<file path="src/rtl/bubble_pkg.sv">
// Shared types, control-vector layout and default timing for the bubble read path.
// The control decode lives here so reader and timing tests agree on which line is active.
package bubble_pkg;

  typedef enum logic [2:0] {
    IDLE  = 3'd0,
    START = 3'd1,
    SEEK  = 3'd2,
    REPL  = 3'd3,
    XFER  = 3'd4,
    STOP  = 3'd5
  } state_e;

  localparam int CTL_W      = 5;
  localparam int CTL_BSS    = 0;
  localparam int CTL_BSEN   = 1;
  localparam int CTL_REPEN  = 2;
  localparam int CTL_BOOTEN = 3;
  localparam int CTL_SWAPEN = 4;
  localparam logic [CTL_W-1:0] CTL_IDLE = 5'b11111;

  localparam int DEF_BITCYC     = 480;
  localparam int DEF_SAMPLEOFS  = 240;
  localparam int DEF_STARTSLOTS = 4;
  localparam int DEF_SEEKOFS    = 20;
  localparam int DEF_PAGEBITS   = 512;
  localparam int DEF_NPAGES     = 2053;
  localparam int DEF_STOPSLOTS  = 4;
  localparam int SLOT_W         = 13;

  // Active-low control lines for a given state; the swap line is never driven.
  function automatic logic [CTL_W-1:0] ctl_decode(input state_e st, input logic boot);
    logic [CTL_W-1:0] c;
    c = CTL_IDLE;
    case (st)
      START:      c[CTL_BSS]  = 1'b0;
      SEEK, XFER: c[CTL_BSEN] = 1'b0;
      REPL: begin
        c[CTL_BSEN]  = 1'b0;
        c[CTL_REPEN] = 1'b0;
      end
      default:    c = CTL_IDLE;
    endcase
    if (boot && (st inside {START, SEEK, REPL, XFER})) begin
      c[CTL_BOOTEN] = 1'b0;
    end else begin
      c[CTL_BOOTEN] = 1'b1;
    end
    c[CTL_SWAPEN] = 1'b1;
    return c;
  endfunction

endpackage

</file>
<file path="src/rtl/bubble_slot_timer.sv">
// Bit-slot cycle counter: flags the last cycle of a slot and the DIN sample cycle.
module bubble_slot_timer #(
  parameter int BITCYC    = 480,
  parameter int SAMPLEOFS = 240
) (
  input  logic clk,
  input  logic rst_n,
  input  logic clr_s,
  output logic slot_end_s,
  output logic sample_s
);

  localparam int CW = (BITCYC > 1) ? $clog2(BITCYC) : 1;
  localparam logic [CW-1:0] LAST = CW'(BITCYC - 1);
  localparam logic [CW-1:0] SMP  = CW'(SAMPLEOFS);

  logic [CW-1:0] cnt_r;

  // Free-running slot counter, restarted on command accept and abort.
  always_ff @(posedge clk or negedge rst_n) begin
    if (!rst_n) begin
      cnt_r <= '0;
    end else if (clr_s) begin
      cnt_r <= '0;
    end else if (cnt_r == LAST) begin
      cnt_r <= '0;
    end else begin
      cnt_r <= cnt_r + CW'(1);
    end
  end

  assign slot_end_s = (cnt_r == LAST);
  assign sample_s   = (cnt_r == SMP);

endmodule

</file>
<file path="src/rtl/bubble_page_reader.sv">
// Host-side bubble read initiator: sequences the control lines per slot and
// assembles sampled DOUT bits into bytes behind a single holding register.
module bubble_page_reader
  import bubble_pkg::*;
#(
  parameter int BITCYC     = DEF_BITCYC,
  parameter int SAMPLEOFS  = DEF_SAMPLEOFS,
  parameter int STARTSLOTS = DEF_STARTSLOTS,
  parameter int SEEKOFS    = DEF_SEEKOFS,
  parameter int PAGEBITS   = DEF_PAGEBITS,
  parameter int NPAGES     = DEF_NPAGES,
  parameter int STOPSLOTS  = DEF_STOPSLOTS
) (
  input  logic        MCLK,
  input  logic        nRESET,
  input  logic        CMD_VALID,
  output logic        CMD_READY,
  input  logic        CMD_BOOT,
  input  logic [11:0] CMD_PAGE,
  input  logic        BITWIDTH4,
  input  logic        ABORT,
  input  logic [3:0]  DIN,
  output logic        nBSS,
  output logic        nBSEN,
  output logic        nREPEN,
  output logic        nBOOTEN,
  output logic        nSWAPEN,
  output logic [7:0]  RD_DATA,
  output logic        RD_VALID,
  input  logic        RD_READY,
  output logic        BUSY,
  output logic        CMD_ERR,
  output logic        OVERRUN
);

  localparam logic [SLOT_W-1:0] START_LAST = SLOT_W'(STARTSLOTS - 1);
  localparam logic [SLOT_W-1:0] STOP_LAST  = SLOT_W'(STOPSLOTS - 1);
  localparam logic [SLOT_W-1:0] XFER1_LAST = SLOT_W'(PAGEBITS - 1);
  localparam logic [SLOT_W-1:0] XFER4_LAST = SLOT_W'(PAGEBITS / 4 - 1);

  state_e             state_r, state_nxt_s;
  logic               boot_r, boot_nxt_s, w4_r;
  logic [SLOT_W-1:0]  seek_last_r, idx_r, xfer_last_s;
  logic [3:0]         din_meta_r, din_sync_r;
  logic [7:0]         sh_r, sh_nxt_s, rd_data_r;
  logic [2:0]         bcnt_r;
  logic [CTL_W-1:0]   ctl_r;
  logic               cmd_ready_r, busy_r, cmd_err_r, rd_valid_r, overrun_r;
  logic               accept_s, reject_s, abort_s, timer_clr_s;
  logic               slot_end_s, sample_s, sample_xfer_s, byte_done_s;

  bubble_slot_timer #(.BITCYC(BITCYC), .SAMPLEOFS(SAMPLEOFS)) u_timer (
    .clk        (MCLK),
    .rst_n      (nRESET),
    .clr_s      (timer_clr_s),
    .slot_end_s (slot_end_s),
    .sample_s   (sample_s)
  );

  assign accept_s      = CMD_VALID && (state_r == IDLE);
  assign reject_s      = accept_s && !CMD_BOOT && ({1'b0, CMD_PAGE} >= SLOT_W'(NPAGES));
  assign abort_s       = ABORT && (state_r inside {START, SEEK, REPL, XFER});
  assign xfer_last_s   = w4_r ? XFER4_LAST : XFER1_LAST;
  assign sample_xfer_s = sample_s && (state_r == XFER) && !abort_s;
  assign sh_nxt_s      = w4_r ? {din_sync_r, sh_r[7:4]} : {din_sync_r[0], sh_r[7:1]};
  assign byte_done_s   = sample_xfer_s && (bcnt_r == (w4_r ? 3'd1 : 3'd7));

  // Next-state decode; abort takes priority and restarts slot timing for STOP.
  always_comb begin
    state_nxt_s = state_r;
    boot_nxt_s  = boot_r;
    timer_clr_s = 1'b0;
    if (abort_s) begin
      state_nxt_s = STOP;
      timer_clr_s = 1'b1;
    end else begin
      case (state_r)
        IDLE: begin
          if (accept_s && !reject_s) begin
            state_nxt_s = START;
            boot_nxt_s  = CMD_BOOT;
            timer_clr_s = 1'b1;
          end else begin
            state_nxt_s = IDLE;
          end
        end
        START: if (slot_end_s && (idx_r == START_LAST)) state_nxt_s = SEEK; else state_nxt_s = START;
        SEEK:  if (slot_end_s && (idx_r == seek_last_r)) state_nxt_s = REPL; else state_nxt_s = SEEK;
        REPL:  if (slot_end_s) state_nxt_s = XFER; else state_nxt_s = REPL;
        XFER:  if (slot_end_s && (idx_r == xfer_last_s)) state_nxt_s = STOP; else state_nxt_s = XFER;
        STOP:  if (slot_end_s && (idx_r == STOP_LAST)) state_nxt_s = IDLE; else state_nxt_s = STOP;
        default: state_nxt_s = IDLE;
      endcase
    end
  end

  // Two-flop DIN synchronizer.
  always_ff @(posedge MCLK or negedge nRESET) begin
    if (!nRESET) begin
      din_meta_r <= 4'h0;
      din_sync_r <= 4'h0;
    end else begin
      din_meta_r <= DIN;
      din_sync_r <= din_meta_r;
    end
  end

  // Sequencer state, latched command and registered control/status outputs.
  always_ff @(posedge MCLK or negedge nRESET) begin
    if (!nRESET) begin
      state_r     <= IDLE;
      boot_r      <= 1'b0;
      w4_r        <= 1'b0;
      seek_last_r <= '0;
      idx_r       <= '0;
      ctl_r       <= CTL_IDLE;
      cmd_ready_r <= 1'b1;
      busy_r      <= 1'b0;
      cmd_err_r   <= 1'b0;
    end else begin
      state_r   <= state_nxt_s;
      boot_r    <= boot_nxt_s;
      cmd_err_r <= reject_s;
      if (accept_s && !reject_s) begin
        w4_r        <= BITWIDTH4;
        seek_last_r <= SLOT_W'(SEEKOFS) + (CMD_BOOT ? '0 : {1'b0, CMD_PAGE}) - SLOT_W'(1);
      end else begin
        w4_r        <= w4_r;
        seek_last_r <= seek_last_r;
      end
      if ((state_nxt_s != state_r) || (state_r == IDLE)) begin
        idx_r <= '0;
      end else if (slot_end_s) begin
        idx_r <= idx_r + SLOT_W'(1);
      end else begin
        idx_r <= idx_r;
      end
      ctl_r       <= ctl_decode(state_nxt_s, boot_nxt_s);
      cmd_ready_r <= (state_nxt_s == IDLE);
      busy_r      <= (state_nxt_s != IDLE);
    end
  end

  // Byte assembly, LSB first; a partial byte is dropped on accept or abort.
  always_ff @(posedge MCLK or negedge nRESET) begin
    if (!nRESET) begin
      sh_r   <= 8'h00;
      bcnt_r <= 3'd0;
    end else if (timer_clr_s) begin
      sh_r   <= 8'h00;
      bcnt_r <= 3'd0;
    end else if (sample_xfer_s) begin
      sh_r   <= sh_nxt_s;
      bcnt_r <= byte_done_s ? 3'd0 : bcnt_r + 3'd1;
    end else begin
      sh_r   <= sh_r;
      bcnt_r <= bcnt_r;
    end
  end

  // Output holding register; a completed byte with nowhere to go sets sticky overrun.
  always_ff @(posedge MCLK or negedge nRESET) begin
    if (!nRESET) begin
      rd_data_r  <= 8'h00;
      rd_valid_r <= 1'b0;
      overrun_r  <= 1'b0;
    end else if (byte_done_s) begin
      if (!rd_valid_r || RD_READY) begin
        rd_data_r  <= sh_nxt_s;
        rd_valid_r <= 1'b1;
      end else begin
        overrun_r  <= 1'b1;
      end
    end else if (rd_valid_r && RD_READY) begin
      rd_valid_r <= 1'b0;
    end else begin
      rd_valid_r <= rd_valid_r;
    end
  end

  assign CMD_READY = cmd_ready_r;
  assign BUSY      = busy_r;
  assign CMD_ERR   = cmd_err_r;
  assign RD_DATA   = rd_data_r;
  assign RD_VALID  = rd_valid_r;
  assign OVERRUN   = overrun_r;
  assign nBSS      = ctl_r[CTL_BSS];
  assign nBSEN     = ctl_r[CTL_BSEN];
  assign nREPEN    = ctl_r[CTL_REPEN];
  assign nBOOTEN   = ctl_r[CTL_BOOTEN];
  assign nSWAPEN   = ctl_r[CTL_SWAPEN];

endmodule

</file>
<file path="config.mk">
export PLATFORM = sky130hd
export DESIGN_NAME = bubble_page_reader
export DESIGN_NICKNAME = d
export VERILOG_FILES = /design/src/rtl/bubble_pkg.sv /design/src/rtl/bubble_slot_timer.sv /design/src/rtl/bubble_page_reader.sv
export SDC_FILE = /design/constraint.sdc
export NUM_CORES = 1
export LEC_CHECK = 0
export ABC_AREA = 1
export CAP_MARGIN = 20
export CORE_AREA = 2 2 62 123
export CTS_BUF_LIST = sky130_fd_sc_hd__clkbuf_4
export CTS_CLUSTER_DIAMETER = 100
export CTS_CLUSTER_SIZE = 28
export DETAILED_ROUTE_END_ITERATION = 8
export DIE_AREA = 0 0 64 125
export GPL_TIMING_DRIVEN = 1
export PLACE_DENSITY = 0.81
export SLEW_MARGIN = 20
export SYNTH_ARGS = -nofsm -noshare
export SYNTH_HDL_FRONTEND = slang
export SYNTH_SLANG_ARGS = --single-unit
</file>
<file path="constraint.sdc">
create_clock -name MCLK -period 2.1 [get_ports MCLK]
set_input_delay 0.63 -clock MCLK [delete_from_list [all_inputs] [get_ports MCLK]]
set_output_delay 0.63 -clock MCLK [all_outputs]
set_load 0.01 [all_outputs]
</file>
# Yosys cells after proc, flatten, opt, wreduce, memory -nomap -nowiden
# Index checks and enable logic that the tools add are counted.
# classes
add_sub_neg,5
magnitude_cmp,1
n_eq_ne,17
muxes,34
bitwise_logic,1
n_reduce_logical,31
# op_table
cell,n
9-bit two-way mux,3
13-bit two-way mux,2
8-bit two-way mux,3
3-bit two-way mux,7
3-bit one-hot mux with 6 select lines,1
1-bit two-way mux,16
13-bit by 1-bit adder with 13-bit output (second input constant),1
5-bit by 12-bit adder with 13-bit output (first input constant),1
13-bit == test,1
13-bit by 2-bit == test with 1-bit output (second input constant),1
13-bit by 9-bit == test with 1-bit output,1
1-bit logical AND,13
13-bit by 1-bit subtractor with 13-bit output (second input constant),1
3-bit by 2-bit == test with 1-bit output (second input constant),4
12-bit >= comparator (second input constant),1
12-bit two-way mux,1
9-bit by 1-bit adder with 9-bit output (second input constant),1
3-bit == test (second input constant),3
9-bit by 8-bit == test with 1-bit output (second input constant),1
9-bit == test (second input constant),1
4-bit nonzero test,2
3-bit by 1-bit == test with 1-bit output (second input constant),2
3-bit zero test,2
2-bit AND reduction,3
11 further kinds,17
# word_totals
regBits,76
input_bits,23
output_inout_bits,18
elab_cells,106

# Depth between registers and ports, before layout
# depth
depth_word,13
mapped_depth,15
depth_no_buf,14

# Modules after synthesis
# A second synthesis with hierarchy kept.
# unflattened
cells_unflattened,520
area_unflattened_um2,4040.1
# by_module_without_submodules
mod,n_inst,cells_each,area_each_um2,seq_area_each_um2
bubble_page_reader,1,452,3528.4,1657.8
bubble_slot_timer,1,68,511.7,225.2

# Least setup slack after synthesis
# Ideal clock, no wire load.
# synth_timing
path_kind,in2reg
start,in CMD_BOOT
end,reg seek_last_r[10]
setup_time_ps,65
t_arrival_ps,2073
t_required_ps,2035
path_slack_ps,-38
path_stages,12
cell_sequence,buf_2 > inv_1 > nand2_1 > ha_1 > nor2_1 > nand2_1 > nand2_1 > nand2_1 > nor3_1 > a21oi_1 > nand3b_1 > nand2_1
# synth_between
elab_chain_len,5
elab_cells_between_ends,8
# synth_lines
element,line,source
from (decl),bubble_page_reader.sv:18,"input logic CMD_BOOT,"
branches (longest 5 deep; another with 5-bit by 12-bit adder with 13-bit output),--,
to (signal assigned),bubble_page_reader.sv:126,"seek_last_r <= SLOT_W'(SEEKOFS) + (CMD_BOOT ? '0 : {1'b0, CMD_PAGE}) - SLOT_W'(1);"
to (signal assigned),bubble_page_reader.sv:129,seek_last_r <= seek_last_r;
to (decl),bubble_page_reader.sv:43,"logic [SLOT_W-1:0] seek_last_r, idx_r, xfer_last_s;"
# Several ways; the timed one is not identified.
# A chain may end at the register's enable or synchronous reset.

# Worst setup path in the final report
# layout_timing
start,"reg rd_data_r[4], in the netlist RD_DATA[4]"
end,out RD_DATA[4]
# layout_rtl
element,line,source
from (decl),bubble_page_reader.sv:45,"logic [7:0] sh_r, sh_nxt_s, rd_data_r;"
from (signal assigned),bubble_page_reader.sv:169,rd_data_r <= sh_nxt_s;
to (decl),bubble_page_reader.sv:28,"output logic [7:0] RD_DATA,"
# No word-level cell between the ends.

==> impl_metrics.toml <==
[layout]
finalInstanceArea_sq_mm = 0.00505
antenna-diode-count = 0
layout-area-overhead-vs-synth_pct = 23.8
layout-drive-gt1-share_pct = 19.1
final_nets = 610
fill_cells = 556

[detailed_routing]
drt-pass1-iter-count = 4
drc_violations_left = 0
detailed_route_vias_per_instance = 5.10
ant_nets = 0
routed_wirelength_um = 8500
via_count = 3462
drtIter0Drc = 246
wl_per_cell_um = 12.5

[clock_network]
max-clock-path-buffers = 2
depth_of_the_cts_h_tree = 3
cts_hold_buffers = 0
clk-insertion-delay-late_ps = 450
cts.clk_slew.worst_paths_ps = 130
clock_root_buffer = "sky130_fd_sc_hd__clkbuf_4"
cts_inserted_buffers = 9
cts.sinks = 75
cts_tree = "yes"

[timing]
setup_viol_count_final = 0
final_critical_path_setup_slack_ps = 79.2
maximum_achievable_frequency_mhz = 495
slew_violations = 0
skew_ps = 17.1
final_hold_violating_endpoints = 0
finalCriticalPeriod_ps = 2020
layout_worst_path_cycle_share_pct = 96.2

[synth]
postSynthCellCount = 504
synth-xor-area-share_pct = 4.29
post_synth_edffs = 0
postSynthAreaPerCell_sq_um = 8.09
mappedNetlistArea_sq_mm = 0.00408
ys_types = 42
combinational_family_with_the_most_area_after_synthesis = "simple AND/OR/NAND/NOR gates"
yosys.area_share.adder_pct = 1.53
yosys_most_used_dff = "sky130_fd_sc_hd__dfrtp_1"
synth-compound-area-share_pct = 6.81
synth_async_sr_flop_share_pct = 100
ys.warnings.count = 0
postSynthNetCount = 532
synth_seq_area_share_pct = 46.2
synth-simple-area-share_pct = 30.5
synth.area.mux_share_pct = 1.96
synth.ff_latch_count = 75

[global_routing]
grt_max_degree = 45
grt_remaining_overflow = 0
antenna_found_initial = 0
first_global_vias = 3346
grt.total_usage_pct = 23.8
wire_length_of_the_first_global_routing_pass_um = 14900

[power_and_ir_drop]
p_clk_share_pct = 39.2
power.share.sequential_pct = 54.9
post-layout-total-power_mw = 2.65
vdd_ir_drop_max_v = 0.000553
switching_share_pct = 23.2
power.density_cell_area_mw_per_mm2 = 525
intPower_mw = 2.03
leakage_nw = 2.45
power_frac_comb_pct = 5.9
switchingPower_uw = 616

[critical_path]
worstSetupEndpointType = "primary output"
crit_path_start_kind = "register"
worst-setup-path-type = "register to primary output"
rr_worst_depth = 12
worst_r2r_src = "u_timer.cnt_r[0]"
crit_path_max_fanout = 2
setup.reg_to_reg.worst_slack_ps = 160
crit_cells = 1
crit_path_cell_trace = "clkdlybuf4s50_1"
timing.rr.end = "idx_r[0]"
crit_required_ps = 1470
worst_path_largest_cell_delay_ps = 550
crit_path_slowest_cell = "sky130_fd_sc_hd__clkdlybuf4s50_1"
critical_path.n_buffers_inverters = 1
critical_path_data_arrival_time_ps = 1390
cpLargestDelayFamily = "buffers and inverters"

[placed_design]
preCtsSetupSlack_ps = -306
io_buf_count = 39
place_congestion = 0.894
hpwlAfterDp_um = 6430
placed_area_sq_mm = 0.00482

[floorplanning]
floorplan.initialDensity_pct = 57.4
die_h_um = 125
die_width_um = 64
core_area_sq_mm = 0.00710
io_pins = 41
dieArea_sq_mm = 0.00800
fp-row-count = 44

[job]
max_cap_violations = 0

[run_status]
run_status = "completed"

[min_path]
holdCritPathClass = "primary input to asynchronous set/reset pin"
[synthesized netlist by cell type (5+ instances only)]
master	count	area, sq um
sky130_fd_sc_hd__a21oi_1	7	35.0
sky130_fd_sc_hd__dfrtp_1	70	1750
sky130_fd_sc_hd__dfstp_2	5	131
sky130_fd_sc_hd__ha_1	5	62.6
sky130_fd_sc_hd__inv_1	55	206
sky130_fd_sc_hd__mux2i_1	8	80.1
sky130_fd_sc_hd__nand2_1	127	477
sky130_fd_sc_hd__nand2_2	5	31.3
sky130_fd_sc_hd__nand3_1	33	165
sky130_fd_sc_hd__nand4_1	11	68.8
sky130_fd_sc_hd__nor2_1	55	206
sky130_fd_sc_hd__nor2_2	14	87.6
sky130_fd_sc_hd__nor3_1	6	30.0
sky130_fd_sc_hd__o21ai_0	20	100
sky130_fd_sc_hd__o21ai_1	7	35.0
sky130_fd_sc_hd__o31ai_1	8	60.1
sky130_fd_sc_hd__xnor2_1	5	43.8
sky130_fd_sc_hd__xor2_1	15	131
[cell type report]
type                       instances  area (sq um)  area share [%]
clock inverter                     7           104            2.06
clock buffer                       9          67.6            1.34
inverter                          61           230            4.56
tap                               92           115            2.28
timing repair buffer              83           749            14.8
multi-input combinational        352          1900            37.6
sequential                        75          1890            37.3
[how the worst max path moves through the flow]
stage | startpoint | end
global placement | CMD_BOOT | seek_last_r[10]
CTS | u_timer.cnt_r[0] | idx_r[0]
global route | u_timer.cnt_r[0] | idx_r[0]
finish | RD_DATA[4] | RD_DATA[4]
detailed placement | CMD_BOOT | seek_last_r[10]
floorplan | CMD_BOOT | seek_last_r[10]
[registers in the layout (all words and copies together) (netlist names), 3 cells and up]
name           count
ctl_r              4
idx_r             13
din_meta_r         4
state_r            3
u_timer.cnt_r      9
RD_DATA            8
seek_last_r       13
din_sync_r         4
bcnt_r             3
sh_r               7
[metal layers]
layer	part of all wire, %	vias up	GRT usage [%]
met3	3.5	24	4.77
met2	50	70	38.1
met1	43	1603	30.5
met4	3.3	0	11.5
li1	-	1765	-
met5	0	-	0
[placed cells by master (no fill, tap or decap), types with 2 or more instances in the layout]
cell	n
sky130_fd_sc_hd__nor2_4	5
sky130_fd_sc_hd__dlygate4sd2_1	5
sky130_fd_sc_hd__nor3_2	2
sky130_fd_sc_hd__nor3_1	5
sky130_fd_sc_hd__xnor2_1	5
sky130_fd_sc_hd__nor2_1	53
sky130_fd_sc_hd__inv_1	54
sky130_fd_sc_hd__clkbuf_4	9
sky130_fd_sc_hd__nand3b_1	2
sky130_fd_sc_hd__clkdlybuf4s50_1	33
sky130_fd_sc_hd__o21ai_0	20
sky130_fd_sc_hd__nand2_2	6
sky130_fd_sc_hd__buf_4	42
sky130_fd_sc_hd__dfrtp_2	2
sky130_fd_sc_hd__nand4_1	11
sky130_fd_sc_hd__o21ai_1	7
sky130_fd_sc_hd__nand3_2	3
sky130_fd_sc_hd__dfstp_2	5
sky130_fd_sc_hd__a21oi_1	7
sky130_fd_sc_hd__inv_6	4
sky130_fd_sc_hd__a31oi_1	3
sky130_fd_sc_hd__nand2_1	126
sky130_fd_sc_hd__xor2_1	15
sky130_fd_sc_hd__nor2_2	14
sky130_fd_sc_hd__o31ai_1	8
sky130_fd_sc_hd__dfrtp_1	68
sky130_fd_sc_hd__buf_12	3
sky130_fd_sc_hd__nand3_1	33
sky130_fd_sc_hd__inv_2	5
sky130_fd_sc_hd__nor4_1	2
sky130_fd_sc_hd__ha_1	3
sky130_fd_sc_hd__mux2i_1	8
sky130_fd_sc_hd__nand2_4	2
sky130_fd_sc_hd__bufinv_16	2
[repair_timing]
item / CTS / global route
gates resized for setup: 5 / 13
pin swaps: 0 / 3
buffers inserted: 0 / 2
setup endpoints to repair: 5 / 16
[power groups by stage]
stage / clock [mW] / combinational [mW] / sequential, mW
6_report: 1.04 / 0.156 / 1.45
4_1_cts: 1.06 / 0.158 / 1.45
2_1_floorplan: 0 / 0.0405 / 1.48
3_3_place_gp: 0 / 0.153 / 1.48
3_5_place_dp: 0 / 0.157 / 1.48
5_1_grt: 1.12 / 0.176 / 1.46
[stage by stage]
stage	util (%)	hold slack, ps	setup TNS (ps)	cells
after floorplan	-	331	0	504
after global placement	67.8	332	-5170	661
after detailed placement	67.8	337	-8320	661
after CTS	70.2	86.2	0	677
after global routing	71.1	99.2	-17.5	679
final	71.1	101	0	679
[cell families after synthesis]
logic type	Yosys count
fa+ha+maj	5
simple gates	269
mux	8
flops	75
other cells	1
buf+inv	77
compound gates	49
xor+xnor	20
No activity file was read; power rests on OpenSTA's default activity.
